==> config.mk <==
export PLATFORM = sky130hd
export DESIGN_NAME = div_unit_flat
export DESIGN_NICKNAME = d
export VERILOG_FILES = /design/src/rtl/div_unit_pkg.sv /design/src/rtl/div_unit_if.sv /design/src/rtl/div_step.sv /design/src/rtl/div_unit.sv /design/src/flat_wrapper.sv
export SDC_FILE = /design/constraint.sdc
export NUM_CORES = 1
export LEC_CHECK = 0
export ABC_AREA = 1
export BUFFER_PORTS_ARGS = -buffer_cell sky130_fd_sc_hd__buf_2
export CAP_MARGIN = 20
export CORE_ASPECT_RATIO = 1.2
export CORE_MARGIN = 2
export CORE_UTILIZATION = 41
export DETAILED_ROUTE_END_ITERATION = 10
export PLACE_DENSITY_LB_ADDON = 0.12
export SLEW_MARGIN = 20
export SYNTH_ARGS = -nofsm -noshare
export SYNTH_HDL_FRONTEND = slang
export SYNTH_HIERARCHICAL = 1
export SYNTH_SLANG_ARGS = --single-unit
==> constraint.sdc <==
create_clock -name clk -period 2.9 [get_ports clk]
set_input_delay 0.29 -clock clk [delete_from_list [all_inputs] [get_ports clk]]
set_output_delay 0.29 -clock clk [all_outputs]
set_load 0.005 [all_outputs]
==> src/rtl/div_unit_pkg.sv <==
// div_unit_pkg: shared CPU constants for the iterative divider (state encodings,
// iteration count, divide-by-zero quotient).
`default_nettype none

package div_unit_pkg;

    typedef enum logic [1:0] {
        ST_IDLE = 2'd0,
        ST_CALC = 2'd1,
        ST_FIX  = 2'd2,
        ST_DONE = 2'd3
    } div_state_t;

    localparam int unsigned c_DIV_ITERS     = 32;
    localparam logic [5:0]  c_ITER_LAST     = 6'(c_DIV_ITERS - 1);
    localparam logic [31:0] c_DIV_ZERO_QUO  = 32'hFFFF_FFFF;

endpackage : div_unit_pkg

`default_nettype wire

==> src/rtl/div_unit_if.sv <==
// div_unit_if: request/response bundle between the control unit and the divider.
`default_nettype none

interface div_unit_if;
    logic        start;
    logic        is_unsigned;
    logic [31:0] A;
    logic [31:0] B;
    logic [31:0] quotient;
    logic [31:0] remainder;
    logic        busy;
    logic        done;
    logic        div_zero;

    modport master (
        output start, is_unsigned, A, B,
        input  quotient, remainder, busy, done, div_zero
    );

    modport slave (
        input  start, is_unsigned, A, B,
        output quotient, remainder, busy, done, div_zero
    );
endinterface : div_unit_if

`default_nettype wire

==> src/rtl/div_step.sv <==
// div_step: one combinational restoring shift-subtract iteration.
// Revision: 1.0
`default_nettype none

module div_step (
    input  wire logic [32:0] i_rem,
    input  wire logic [31:0] i_quo,
    input  wire logic [31:0] i_div,
    output logic      [32:0] o_rem,
    output logic      [31:0] o_quo
);

    logic [32:0] w_shifted;
    logic [32:0] w_diff;

    // The quotient register doubles as the dividend shift source.
    assign w_shifted = {i_rem[31:0], i_quo[31]};
    assign w_diff    = w_shifted - {1'b0, i_div};

    always_comb begin
        o_rem = w_shifted;
        o_quo = {i_quo[30:0], 1'b0};
        if (!w_diff[32]) begin
            o_rem = w_diff;
            o_quo = {i_quo[30:0], 1'b1};
        end
    end

endmodule : div_step

`default_nettype wire

==> src/rtl/div_unit.sv <==
// div_unit: 32-bit signed/unsigned restoring divider, 34-cycle latency.
// Optional macro DIV_UNSIGNED_EN enables DIVU semantics via is_unsigned.
`default_nettype none

module div_unit
    import div_unit_pkg::*;
(
    input  wire logic  clk,
    input  wire logic  reset,
    div_unit_if.slave  bus
);

    div_state_t  r_state;
    logic [5:0]  r_cnt;
    logic [32:0] r_rem;
    logic [31:0] r_quo;
    logic [31:0] r_div;
    logic        r_neg_q;
    logic        r_neg_r;
    logic        r_zero;
    logic [31:0] r_quotient;
    logic [31:0] r_remainder;
    logic        r_busy;
    logic        r_done;
    logic        r_div_zero;

    logic        w_signed;
    logic        w_a_neg;
    logic        w_b_neg;
    logic [31:0] w_a_mag;
    logic [31:0] w_b_mag;
    logic [32:0] w_step_rem;
    logic [31:0] w_step_quo;

`ifdef DIV_UNSIGNED_EN
    assign w_signed = ~bus.is_unsigned;
`else
    logic w_unused_is_unsigned;
    assign w_unused_is_unsigned = bus.is_unsigned;
    assign w_signed = 1'b1;
`endif

    assign w_a_neg = w_signed & bus.A[31];
    assign w_b_neg = w_signed & bus.B[31];
    assign w_a_mag = w_a_neg ? (~bus.A + 32'd1) : bus.A;
    assign w_b_mag = w_b_neg ? (~bus.B + 32'd1) : bus.B;

    div_step u_step (
        .i_rem (r_rem),
        .i_quo (r_quo),
        .i_div (r_div),
        .o_rem (w_step_rem),
        .o_quo (w_step_quo)
    );

    always_ff @(posedge clk) begin
        if (reset) begin
            r_state     <= ST_IDLE;
            r_cnt       <= 6'd0;
            r_rem       <= 33'd0;
            r_quo       <= 32'd0;
            r_div       <= 32'd0;
            r_neg_q     <= 1'b0;
            r_neg_r     <= 1'b0;
            r_zero      <= 1'b0;
            r_quotient  <= 32'd0;
            r_remainder <= 32'd0;
            r_busy      <= 1'b0;
            r_done      <= 1'b0;
            r_div_zero  <= 1'b0;
        end else begin
            r_done <= 1'b0;
            case (r_state)
                ST_IDLE: begin
                    if (bus.start) begin
                        r_div_zero <= 1'b0;
                        r_busy     <= 1'b1;
                        r_cnt      <= 6'd0;
                        r_div      <= w_b_mag;
                        r_neg_q    <= w_a_neg ^ w_b_neg;
                        r_neg_r    <= w_a_neg;
                        // Zero divisor bypasses the datapath with fixed results.
                        if (bus.B == 32'd0) begin
                            r_zero  <= 1'b1;
                            r_quo   <= c_DIV_ZERO_QUO;
                            r_rem   <= {1'b0, bus.A};
                            r_state <= ST_DONE;
                        end else begin
                            r_zero  <= 1'b0;
                            r_quo   <= w_a_mag;
                            r_rem   <= 33'd0;
                            r_state <= ST_CALC;
                        end
                    end
                end
                ST_CALC: begin
                    r_rem <= w_step_rem;
                    r_quo <= w_step_quo;
                    r_cnt <= r_cnt + 6'd1;
                    if (r_cnt == c_ITER_LAST) begin
                        r_state <= ST_FIX;
                    end
                end
                ST_FIX: begin
                    if (r_neg_q) begin
                        r_quo <= ~r_quo + 32'd1;
                    end
                    if (r_neg_r) begin
                        r_rem <= {1'b0, ~r_rem[31:0] + 32'd1};
                    end
                    r_state <= ST_DONE;
                end
                ST_DONE: begin
                    r_done      <= 1'b1;
                    r_busy      <= 1'b0;
                    r_quotient  <= r_quo;
                    r_remainder <= r_rem[31:0];
                    r_div_zero  <= r_zero;
                    r_state     <= ST_IDLE;
                end
                default: r_state <= ST_IDLE;
            endcase
        end
    end

    assign bus.quotient  = r_quotient;
    assign bus.remainder = r_remainder;
    assign bus.busy      = r_busy;
    assign bus.done      = r_done;
    assign bus.div_zero  = r_div_zero;

endmodule : div_unit

`default_nettype wire
==> src/flat_wrapper.sv <==
// flat-port wrapper written by rule: the top's interface ports become plain ports
module div_unit_flat import div_unit_pkg::*;
  (clk, reset, bus_start, bus_is_unsigned, bus_A, bus_B, bus_quotient, bus_remainder, bus_busy, bus_done, bus_div_zero);
  div_unit_if bus_i ();
  input  wire logic clk;
  input  wire logic reset;
  input wire logic [$bits(bus_i.start)-1:0] bus_start;
  input wire logic [$bits(bus_i.is_unsigned)-1:0] bus_is_unsigned;
  input wire logic [$bits(bus_i.A)-1:0] bus_A;
  input wire logic [$bits(bus_i.B)-1:0] bus_B;
  output wire logic [$bits(bus_i.quotient)-1:0] bus_quotient;
  output wire logic [$bits(bus_i.remainder)-1:0] bus_remainder;
  output wire logic [$bits(bus_i.busy)-1:0] bus_busy;
  output wire logic [$bits(bus_i.done)-1:0] bus_done;
  output wire logic [$bits(bus_i.div_zero)-1:0] bus_div_zero;
  assign bus_i.start = bus_start;
  assign bus_i.is_unsigned = bus_is_unsigned;
  assign bus_i.A = bus_A;
  assign bus_i.B = bus_B;
  assign bus_quotient = bus_i.quotient;
  assign bus_remainder = bus_i.remainder;
  assign bus_busy = bus_i.busy;
  assign bus_done = bus_i.done;
  assign bus_div_zero = bus_i.div_zero;
  div_unit u_core (.clk(clk), .reset(reset), .bus(bus_i));
endmodule
==> impl_summary.log <==
[metrics] aggregate negative setup slack: 0 ns
[metrics] Clock Path Buffers: 2
[metrics] number of warning messages in the yosys log: 6
[metrics] final standard cell utilization of the core: 48.1%
[metrics] clock-pin transition on the worst setup and hold timing paths: 0.07 ns
[metrics] total vias in the final route: 15.6k
[metrics] IR drop worst, VDD: 620 uV
[metrics] syn nets: 2,497
[metrics] cell type with the highest occurrence count on the critical path: sky130_fd_sc_hd__a21oi_2
[metrics] series of cell instances along the critical path: inv_1 > ha_1 > a21oi_2 > nor2_1 > nor2_1 > nand2_1 > a21oi_2 > nand2_2 > nand4_1 > nand2_2 > ha_4 > inv_8 > clkbuf_16 > nand2_1 > o21ai_1 > a221oi_2 > a21oi_2
[metrics] number of CTS-inserted buffers: 17
[metrics] total core area: 33,200 um2
[metrics] post-placement cell count: between 2k and 3k
[metrics] worst-case headroom to the max-slew limit: between 50% and 60%
[metrics] final weighted congestion in routability-driven placement: slightly above 1
[metrics] count of port buffers added during placement: 133
[metrics] shortest clock period the worst path allows after layout: between 2 and 3 ns
[metrics] Worst Setup Start Kind: register
[metrics] crit path kind: reg2reg
[metrics] CTS H-Tree Depth: 4
[metrics] placement-stage worst setup slack: -0.0877 ns
[metrics] Finished Layout Cells: 2,967
[metrics] detailed router's first-iteration violation count: 1,392
[metrics] highest clock rate: 0.362 GHz
[metrics] setup slack after layout: 0.137 ns
[metrics] clock root cell: sky130_fd_sc_hd__clkbuf_16
[metrics] clock net sink count: about 170
[metrics] maximum cell stage delay along the critical path: 0.40 ns
[metrics] effective utilization at floorplan: a little over two fifths
[metrics] status: finished clean
[metrics] number of max-slew violations in the final report: 0
[metrics] total number of placement rows: 73
[metrics] Die Ht: ~200 um
[metrics] Maximum Capacitance Violations: 0
[metrics] Pwr Total: 18.2 mW
[metrics] Final Hold Violating Endpoints: 0
[metrics] per-cell routed wire length: 18.2 um
[metrics] number of routed nets with antenna violations: 0
[metrics] routed wire length: 54,000 um
[metrics] DRC errors left: 0
[metrics] Mapped Avg Cell Area: 5.80 um2
[metrics] Crit. path cell count: 17
[metrics] worst min path class: in2reg
[metrics] Worst path top cell family by delay: compound AO/OA/AOI/OAI gates
[metrics] transition at the pin with the smallest max-transition slack: 0.746 ns
[metrics] cell count of the worst hold path: 3
[metrics] area of placed instances: 15,100 um2
[metrics] sum of overflow across all layers after global routing: 0
[metrics] Final #Nets: 2,613
[metrics] Cell Pwr Density: 1140 nW/um2
[metrics] Period Utilization, post-route: 95.3%
[metrics] CP arrival: 3.10 ns
[metrics] final setup vio count: 0
[metrics] vias in the first global route: 14.6k
[metrics] area of all placed cells without fillers: 15,900 um2
[metrics] worst path bufs/invs: 3
[metrics] die footprint: 35,300 um2
[metrics] share of final-layout standard cells stronger than drive strength 1: around 14%
[metrics] setup slack on the worst flop-to-flop path: 0.14 ns
[metrics] worst-skew pair later-pin latency: 0.46 ns
[metrics] x dimension of the die: 172 um
[metrics] post-synthesis cell area: 13,800 um2
[metrics] drt via density: ~5.3
[metrics] CTS tree: built
[metrics] endpoint kind of the worst setup timing path: register
[metrics] leakage power: 7.88 nW
[metrics] pin count of the biggest net entering global routing: 127
[metrics] wire length of the first global-routing pass: 81,800 um
[metrics] global-route total usage across every layer: a little under a third
[metrics] final-layout worst hold slack: 0.162 ns
[metrics] I/O pin count: 135
[metrics] Max stage delay cell, worst path: sky130_fd_sc_hd__dfxtp_4
[metrics] required time of the worst setup path: 3.24 ns
[metrics] Synth Instances: roughly 2.4k
[metrics] drt pass-1 iters: 6
[metrics] synthesis-to-layout area growth: 15.2%
[metrics] initial antenna violation count: 4
[metrics] CP max FO: 23
[metrics] Worst Reg2Reg Path Length in Cells: 17
[metrics] detailed placer's ending HPWL: 42,300 um
[metrics] Final Skew: 0.0131 ns
[power breakdown]
| group | switching (mW) | leakage (nW) | total, mW | internal [mW] |
|---|---|---|---|---|
| logic | 8.15 | 6.18 | 12.3 | 4.14 |
| registers | 0.596 | 1.43 | 3.64 | 3.05 |
| clock network | 1.13 | 0.274 | 2.25 | 1.13 |
| total | 9.88 | 7.88 | 18.2 | 8.32 |
[tightest hold or removal path, cell delays in order]
cell and delay (ns):
sky130_fd_sc_hd__buf_2 0.07, sky130_fd_sc_hd__inv_1 0.07, sky130_fd_sc_hd__a21oi_1 0.13
[layout by cell type, fill, tap and decap left out, types with 8 or more instances in the layout]
master                        n
sky130_fd_sc_hd__a21oi_1    181
sky130_fd_sc_hd__a21oi_2      8
sky130_fd_sc_hd__buf_2      133
sky130_fd_sc_hd__nand3_2     15
sky130_fd_sc_hd__nor3_1      13
sky130_fd_sc_hd__nand2_2     18
sky130_fd_sc_hd__nand3b_1     8
sky130_fd_sc_hd__o211ai_1     9
sky130_fd_sc_hd__nand2_1    601
sky130_fd_sc_hd__clkbuf_16   20
sky130_fd_sc_hd__nor2_2      16
sky130_fd_sc_hd__inv_1      335
sky130_fd_sc_hd__o21ai_0    206
sky130_fd_sc_hd__o21ai_1     15
sky130_fd_sc_hd__a31oi_1     22
sky130_fd_sc_hd__xnor2_1     17
sky130_fd_sc_hd__inv_2       10
sky130_fd_sc_hd__nor2_1     297
sky130_fd_sc_hd__buf_4       70
sky130_fd_sc_hd__ha_1        33
sky130_fd_sc_hd__nand4_1     28
sky130_fd_sc_hd__dfxtp_1    171
sky130_fd_sc_hd__nand3_1    190
sky130_fd_sc_hd__xor2_1      25
[registers in the layout, summed over array words and instances (netlist names), 2 cells and up]
name                  flops
u_core/bus.quotient      32
u_core/r_div             32
u_core/r_quo             32
u_core/r_cnt              6
u_core/r_rem             32
u_core/r_state            2
u_core/bus.remainder     32
[metal layers]
layer / vias to the layer above / wire (um) / global-route usage [%]
met5: - / 13 / 0
met4: 2 / 3270 / 17.4
met3: 124 / 2610 / 3.81
met2: 489 / 26000 / 52.6
met1: 7127 / 22100 / 36.8
li1: 7852 / - / -
[final timing paths]
check | from | endpoint
setup / recovery | u_core/r_div[25] | u_core/r_rem[1]
hold / removal | bus_B[0] | u_core/r_div[0]
setup reg to reg | u_core/r_div[25] | u_core/r_rem[1]
hold reg to reg | u_core/r_neg_r | u_core/r_neg_r
[area by class of cell]
class	instances	area (um2)
inverter	348	1320
clock inverter	15	131
clock buffer	17	425
tap	450	563
sequential	174	3490
timing repair buffer	212	1390
antenna	3	7.51
fill	3652	17200
multi-input combinational	1748	8630
[repair_timing]
| action | 4_1_cts | 5_1_grt |
|---|---|---|
| cloned | 0 | 3 |
| buffers inserted | 0 | 1 |
| pin swaps | 0 | 9 |
| resized for setup | 4 | 39 |
| hold buffers | 0 | 0 |
| setup endpoints to repair | 14 | 33 |
Note: power is estimated with default switching activity, not from simulation.
